--- src/rtl/mem_arbiter_pkg.sv ---
// Shared encodings for the byte-serial memory arbiter.
package mem_arbiter_pkg;

  typedef enum logic [1:0] {
    ST_IDLE    = 2'd0,
    ST_INST_RD = 2'd1,
    ST_DATA_RD = 2'd2,
    ST_DATA_WR = 2'd3
  } state_e;

  typedef enum logic [1:0] {
    LEN_B  = 2'b00,
    LEN_H  = 2'b01,
    LEN_W  = 2'b10,
    LEN_W2 = 2'b11
  } len_e;

  localparam logic [1:0]  IO_SEL    = 2'b11;
  localparam logic [31:0] IO_ADDR_0 = 32'h0003_0000;
  localparam logic [31:0] IO_ADDR_1 = 32'h0003_0004;

  function automatic logic [2:0] len_to_n(input logic [1:0] len);
    case (len_e'(len))
      LEN_B:   return 3'd1;
      LEN_H:   return 3'd2;
      default: return 3'd4;
    endcase
  endfunction

endpackage

--- src/rtl/mem_arbiter_rd_assembler.sv ---
// Byte-lane capture register for serial reads; zero-extends the word to the request length.
module mem_arbiter_rd_assembler #(
  parameter int NUM_LANES = 4,
  localparam int LW = $clog2(NUM_LANES),
  localparam int NW = $clog2(NUM_LANES + 1)
) (
  input  logic                       clk_i,
  input  logic                       rst_ni,
  input  logic                       cap_en_i,
  input  logic [LW-1:0]              lane_i,
  input  logic [7:0]                 din_i,
  input  logic [NW-1:0]              n_i,
  output logic [NUM_LANES-1:0][7:0]  word_o,
  output logic [NUM_LANES-1:0][7:0]  zext_o
);

  logic [NUM_LANES-1:0][7:0] lane_q;

  always_ff @(posedge clk_i) begin
    if (!rst_ni)       lane_q <= '0;
    else if (cap_en_i) lane_q[lane_i] <= din_i;
  end

  assign word_o = lane_q;

  // Lanes above the request length may hold stale bytes from an earlier access.
  for (genvar g = 0; g < NUM_LANES; g++) begin : g_lane
    assign zext_o[g] = (NW'(g) < n_i) ? lane_q[g] : 8'h00;
  end

endmodule

--- src/rtl/mem_arbiter.sv ---
// Byte-serial bus sequencer: arbitrates fetch vs data port onto one byte-wide RAM/IO bus.
module mem_arbiter
  import mem_arbiter_pkg::*;
#(
  parameter int ADDR_W = 32
) (
  input  logic              clk_in,
  input  logic              rst_in,
  input  logic              rdy_in,
  input  logic              inst_req,
  input  logic [ADDR_W-1:0] inst_addr,
  input  logic              inst_flush,
  output logic              inst_valid,
  output logic [31:0]       inst_data,
  input  logic              data_req,
  input  logic              data_wr,
  input  logic [ADDR_W-1:0] data_addr,
  input  logic [1:0]        data_len,
  input  logic [31:0]       data_wdata,
  output logic              data_valid,
  output logic [31:0]       data_rdata,
  output logic              busy,
  input  logic [7:0]        mem_din,
  output logic [7:0]        mem_dout,
  output logic [31:0]       mem_a,
  output logic              mem_wr
);

  state_e            state_q, state_d;
  logic [2:0]        issue_q, issue_d, got_q, got_d, n_q, n_d, issue_eff;
  logic [ADDR_W-1:0] base_q, base_d, cur_a;
  logic [3:0][7:0]   wdata_q, wdata_d;
  logic [31:0]       a_q, a_d;
  logic [7:0]        dout_q, dout_d, cur_byte;
  logic              resume_q, resume_d;
  logic              is_rd, kill, run, done, issuing, capture, free, take_data, take_inst;

  assign is_rd = (state_q == ST_INST_RD) || (state_q == ST_DATA_RD);
  assign kill  = (state_q == ST_INST_RD) && inst_flush;
  assign run   = rdy_in && !kill;

  // After a pause the byte in flight was never captured, so re-present it.
  assign issue_eff = (is_rd && resume_q) ? got_q : issue_q;
  assign cur_a     = base_q + ADDR_W'(issue_eff);
  assign cur_byte  = wdata_q[issue_eff[1:0]];

  assign done    = run && ((is_rd && got_q == n_q) ||
                           (state_q == ST_DATA_WR && issue_q == n_q));
  assign issuing = run && (state_q != ST_IDLE) && (issue_eff < n_q);
  assign capture = run && is_rd && (got_q < issue_eff);

  assign free      = run && (state_q == ST_IDLE || done);
  assign take_data = free && data_req;
  assign take_inst = free && !data_req && inst_req && !inst_flush;

  always_comb begin
    state_d  = state_q;
    issue_d  = issue_q;
    got_d    = got_q;
    n_d      = n_q;
    base_d   = base_q;
    wdata_d  = wdata_q;
    a_d      = a_q;
    dout_d   = dout_q;
    resume_d = !rdy_in;
    if (run) begin
      issue_d = issue_eff + {2'b00, issuing};
      got_d   = got_q + {2'b00, capture};
      if (issuing) begin
        a_d    = 32'(cur_a);
        dout_d = cur_byte;
      end
      if (done) state_d = ST_IDLE;
      if (take_data) begin
        state_d = data_wr ? ST_DATA_WR : ST_DATA_RD;
        base_d  = data_addr;
        n_d     = len_to_n(data_len);
        wdata_d = data_wdata;
        issue_d = '0;
        got_d   = '0;
      end else if (take_inst) begin
        state_d = ST_INST_RD;
        base_d  = inst_addr;
        n_d     = 3'd4;
        issue_d = '0;
        got_d   = '0;
      end
    end else if (rdy_in) begin
      state_d = ST_IDLE;
    end
  end

  always_ff @(posedge clk_in) begin
    if (!rst_in) begin
      state_q  <= ST_IDLE;
      issue_q  <= '0;
      got_q    <= '0;
      n_q      <= '0;
      base_q   <= '0;
      wdata_q  <= '0;
      a_q      <= '0;
      dout_q   <= '0;
      resume_q <= 1'b0;
    end else begin
      state_q  <= state_d;
      issue_q  <= issue_d;
      got_q    <= got_d;
      n_q      <= n_d;
      base_q   <= base_d;
      wdata_q  <= wdata_d;
      a_q      <= a_d;
      dout_q   <= dout_d;
      resume_q <= resume_d;
    end
  end

  mem_arbiter_rd_assembler #(.NUM_LANES(4)) u_asm (
    .clk_i    (clk_in),
    .rst_ni   (rst_in),
    .cap_en_i (capture),
    .lane_i   (got_q[1:0]),
    .din_i    (mem_din),
    .n_i      (n_q),
    .word_o   (inst_data),
    .zext_o   (data_rdata)
  );

  assign mem_a      = issuing ? 32'(cur_a) : a_q;
  assign mem_dout   = issuing ? cur_byte : dout_q;
  assign mem_wr     = issuing && (state_q == ST_DATA_WR);
  assign inst_valid = done && (state_q == ST_INST_RD);
  assign data_valid = done && (state_q != ST_INST_RD);
  assign busy       = (state_q != ST_IDLE);

endmodule

--- config.mk ---
export PLATFORM = sky130hd
export DESIGN_NAME = mem_arbiter
export DESIGN_NICKNAME = d
export VERILOG_FILES = /design/src/rtl/mem_arbiter_pkg.sv /design/src/rtl/mem_arbiter_rd_assembler.sv /design/src/rtl/mem_arbiter.sv
export SDC_FILE = /design/constraint.sdc
export NUM_CORES = 1
export LEC_CHECK = 0
export ABC_AREA = 0
export CORE_ASPECT_RATIO = 1.1
export CORE_UTILIZATION = 43
export CTS_CLUSTER_SIZE = 40
export DETAILED_ROUTE_END_ITERATION = 10
export PLACE_DENSITY_LB_ADDON = 0.3
export SKIP_LAST_GASP = 1
export SLEW_MARGIN = 0
export SYNTH_ARGS = -nofsm -noshare
export SYNTH_HDL_FRONTEND = slang
export SYNTH_SLANG_ARGS = --single-unit
--- constraint.sdc ---
create_clock -name clk_in -period 3.73 [get_ports clk_in]
set_input_delay 0.746 -clock clk_in [delete_from_list [all_inputs] [get_ports clk_in]]
set_output_delay 0.746 -clock clk_in [all_outputs]
set_load 0.05 [all_outputs]
==> results.json <==
{
  "total_power_w": 0.00436,
  "grt_max_degree": 67,
  "clock_latency_ps": 420,
  "layout-drive-gt1-share_pct": 26.6,
  "fin_crit_ps": 4050,
  "cap_violations": 0,
  "synthFlopType": "dfxtp_1",
  "cts.sinks": 148,
  "holdBufCountCts": 0,
  "cts_max_level": 4,
  "syn_area_um2": 7230,
  "crit_chain": "inv_2 -> ha_4 -> nand2_8 -> mux2i_4 -> inv_2 -> ha_4 -> and4_1 -> a311o_1 -> a31oi_4 -> buf_12 -> or4b_4 -> xor2_2 -> a21oi_2 -> buf_12",
  "status": "finished with violations",
  "hold_violations": 0,
  "fin_area_um2": 12000,
  "die-height_um": 138,
  "yosys.area.top_type": "dfxtp_1",
  "start_util_pct": 44.2,
  "end_kind": "output pin",
  "min_path_type": "flip-flop to flip-flop",
  "hpwlAfterDp_um": 14800,
  "synth_edf_count": 0,
  "arrival_ps": 3300,
  "tritoncts": "done",
  "ys_ff_latch": 148,
  "place_inst": 1266,
  "post-route-period-util_pct": 109,
  "antenna_found_initial": 0,
  "io_buffers": 220,
  "clkTransAtPathRegs_ps": 60,
  "ant_nets": 0,
  "core_um2": 16400,
  "syn_area_per_cell_um2": 8.33,
  "synth_nets": 992,
  "slowest_stage": "or4b_4",
  "remaining_drc_errors": 12,
  "max_stage_delay_ps": 500,
  "cts_root_buf": "clkbuf_16",
  "placed_cell_area_um2": 10200,
  "syn2layout_area_growth_pct": 66.3,
  "wl_per_cell_um": 17.3,
  "synth_cell_types": 61,
  "drv_slew": 0,
  "ys_top_cells_by_count": "nand2_1 (196), dfxtp_1 (148), a21oi_1 (65)",
  "start_kind": "flip-flop",
  "peakVddDrop_mv": 0.375,
  "path_max_fanout": 5,
  "worst_slew_pin_slew_ps": 828,
  "wirelength_um": 23500,
  "setup_viol": 41,
  "violations": "DRC, setup timing",
  "yosys_warnings": 0,
  "dr.pass1.iters": 9,
  "synth.most_common_cell": "nand2_1",
  "seq_area_frac_synth_pct": 41.0,
  "grt_pass1_wl_um": 35700,
  "p_leak_nw": 4.70,
  "p_per_area_nw_per_um2": 363,
  "synthCells": 868,
  "max_freq_mhz": 247,
  "crit_type": "flip-flop to output pin",
  "grt-ovfl-total": 0,
  "clock_path_buffers": 2,
  "worst_ep_required_time_ps": 2980,
  "synthArstFlopShare_pct": 0,
  "die_x_um": 126,
  "final_net_count": 1267,
  "stdcell_count": 1360,
  "row_count": 49,
  "rsz0062_at_grt": "yes",
  "reg2reg_setup_slack_ps": 500,
  "post-route-util_pct": 73.4,
  "slew_headroom_pct": 44.8,
  "drtIter0Drc": 452,
  "fin_skew_ps": 7.38,
  "avgViaCountPerCell": 5.41,
  "grt_pass1_vias": 7082,
  "io_pins": 221,
  "place_congestion": 0.860,
  "yosysTopAreaCellShare_pct": 41.0,
  "die_area_um2": 17300,
  "vias": 7363,
  "cts_made_buffers": 17,
  "finalWorstSetupSlack_ps": -321,
  "synth.top_cells.by_area": "dfxtp_1 (41%), nand2_1 (10%), mux2i_1 (4.6%)",
  "grt_usage_pct": 26.2,
  "antenna_cells": 0
}
-- cell families after synthesis --
| group | Yosys count | share of synthesized area [%] |
|---|---|---|
| simple gates | 368 | 23.4 |
| flops | 148 | 41.0 |
| fa+ha+maj | 12 | 2.04 |
| xor+xnor | 37 | 4.48 |
| buf+inv | 72 | 4.62 |
| mux | 53 | 9.14 |
| compound gates | 178 | 15.3 |
-- critical path, delay by kind of cell (launching register included) --
kind / cells / cell delay (ps)
and+or+nand+nor: 3 / 770
DFF: 1 / 340
xor gates and xnor gates: 1 / 180
adders and majority gates: 2 / 440
muxes: 1 / 210
buffers and inverters: 4 / 440
AOI/OAI and AO/OA: 3 / 510
-- state kept, by name (all words and copies together), names as in the netlist --
signal,flops
a_q,32
base_q,32
dout_q,8
got_q,3
issue_q,3
n_q,3
resume_q,1
state_q,2
u_asm.word_o,32
wdata_q,32
-- per-stage QoR --
step	TNS, ps	hold WS (ps)	setup WS, ps
3_5_place_dp	0	447	29.7
2_1_floorplan	0	432	33.5
5_1_grt	-11200	472	-434
6_report	-7300	453	-321
3_3_place_gp	0	439	81.9
4_1_cts	-6060	454	-222
-- placed cells by master (no fill, tap or decap), types with 7 or more instances in the layout --
cell type,synthesis,final
xnor2_1,23,13
nor2_2,0,16
buf_4,2,69
nand4_1,7,7
dfxtp_1,148,146
buf_12,0,39
nor2b_1,24,24
mux4_2,7,7
a21oi_4,0,14
a211oi_2,11,15
mux2i_1,33,32
nor3_1,14,13
buf_6,5,21
nor2_1,54,32
buf_8,0,8
a31oi_1,35,34
inv_1,12,7
a21oi_1,65,46
and2_1,23,20
clkdlybuf4s50_1,0,176
o21ai_0,41,40
ha_1,11,7
xor2_1,14,8
nand2_1,196,191
nand3_1,13,11
clkbuf_16,0,17
mux2_4,0,10
xnor2_2,0,9
-- power by group --
part	switching (W)	internal, W	total (W)
Clock	0.000644	0.00121	0.00185
Combinational	0.000407	0.000376	0.000783
Sequential	0.0000777	0.00165	0.00173
-- per-layer routing --
metal / share of wire [%] / vias up / global-route usage, % / wire length (um)
li1: - / 3538 / - / -
met1: 41 / 3522 / 31.9 / 9540
met2: 50 / 263 / 45.3 / 11800
met3: 6.8 / 40 / 5.63 / 1600
met4: 2.2 / 0 / 10.4 / 527
met5: 0 / - / 0 / 0
-- area by class of cell --
class	count	area (um2)
clock buffer	24	502
clock inverter	8	145
fill	1163	4350
inverter	13	53.8
multi-input combinational	648	4650
sequential	148	2970
tap	204	255
timing repair buffer	315	3450
-- what timing repair did --
action / CTS / global route
setup endpoints to repair: 41 / 41
gates resized for setup: 106 / 49
setup buffers: 42 / 24
gates cloned: 4 / 0
pin swaps: 43 / 38
-- path summary, 6_finish.rpt --
kind	start	cells past startpoint	endpoint
worst max-delay path	state_q[1]	14	mem_a[17]
worst min-delay path	wdata_q[18]	2	wdata_q[18]
worst max register to register	state_q[1]	18	issue_q[2]
worst min register to register	wdata_q[18]	2	wdata_q[18]
(Power assumes the default switching activity.)
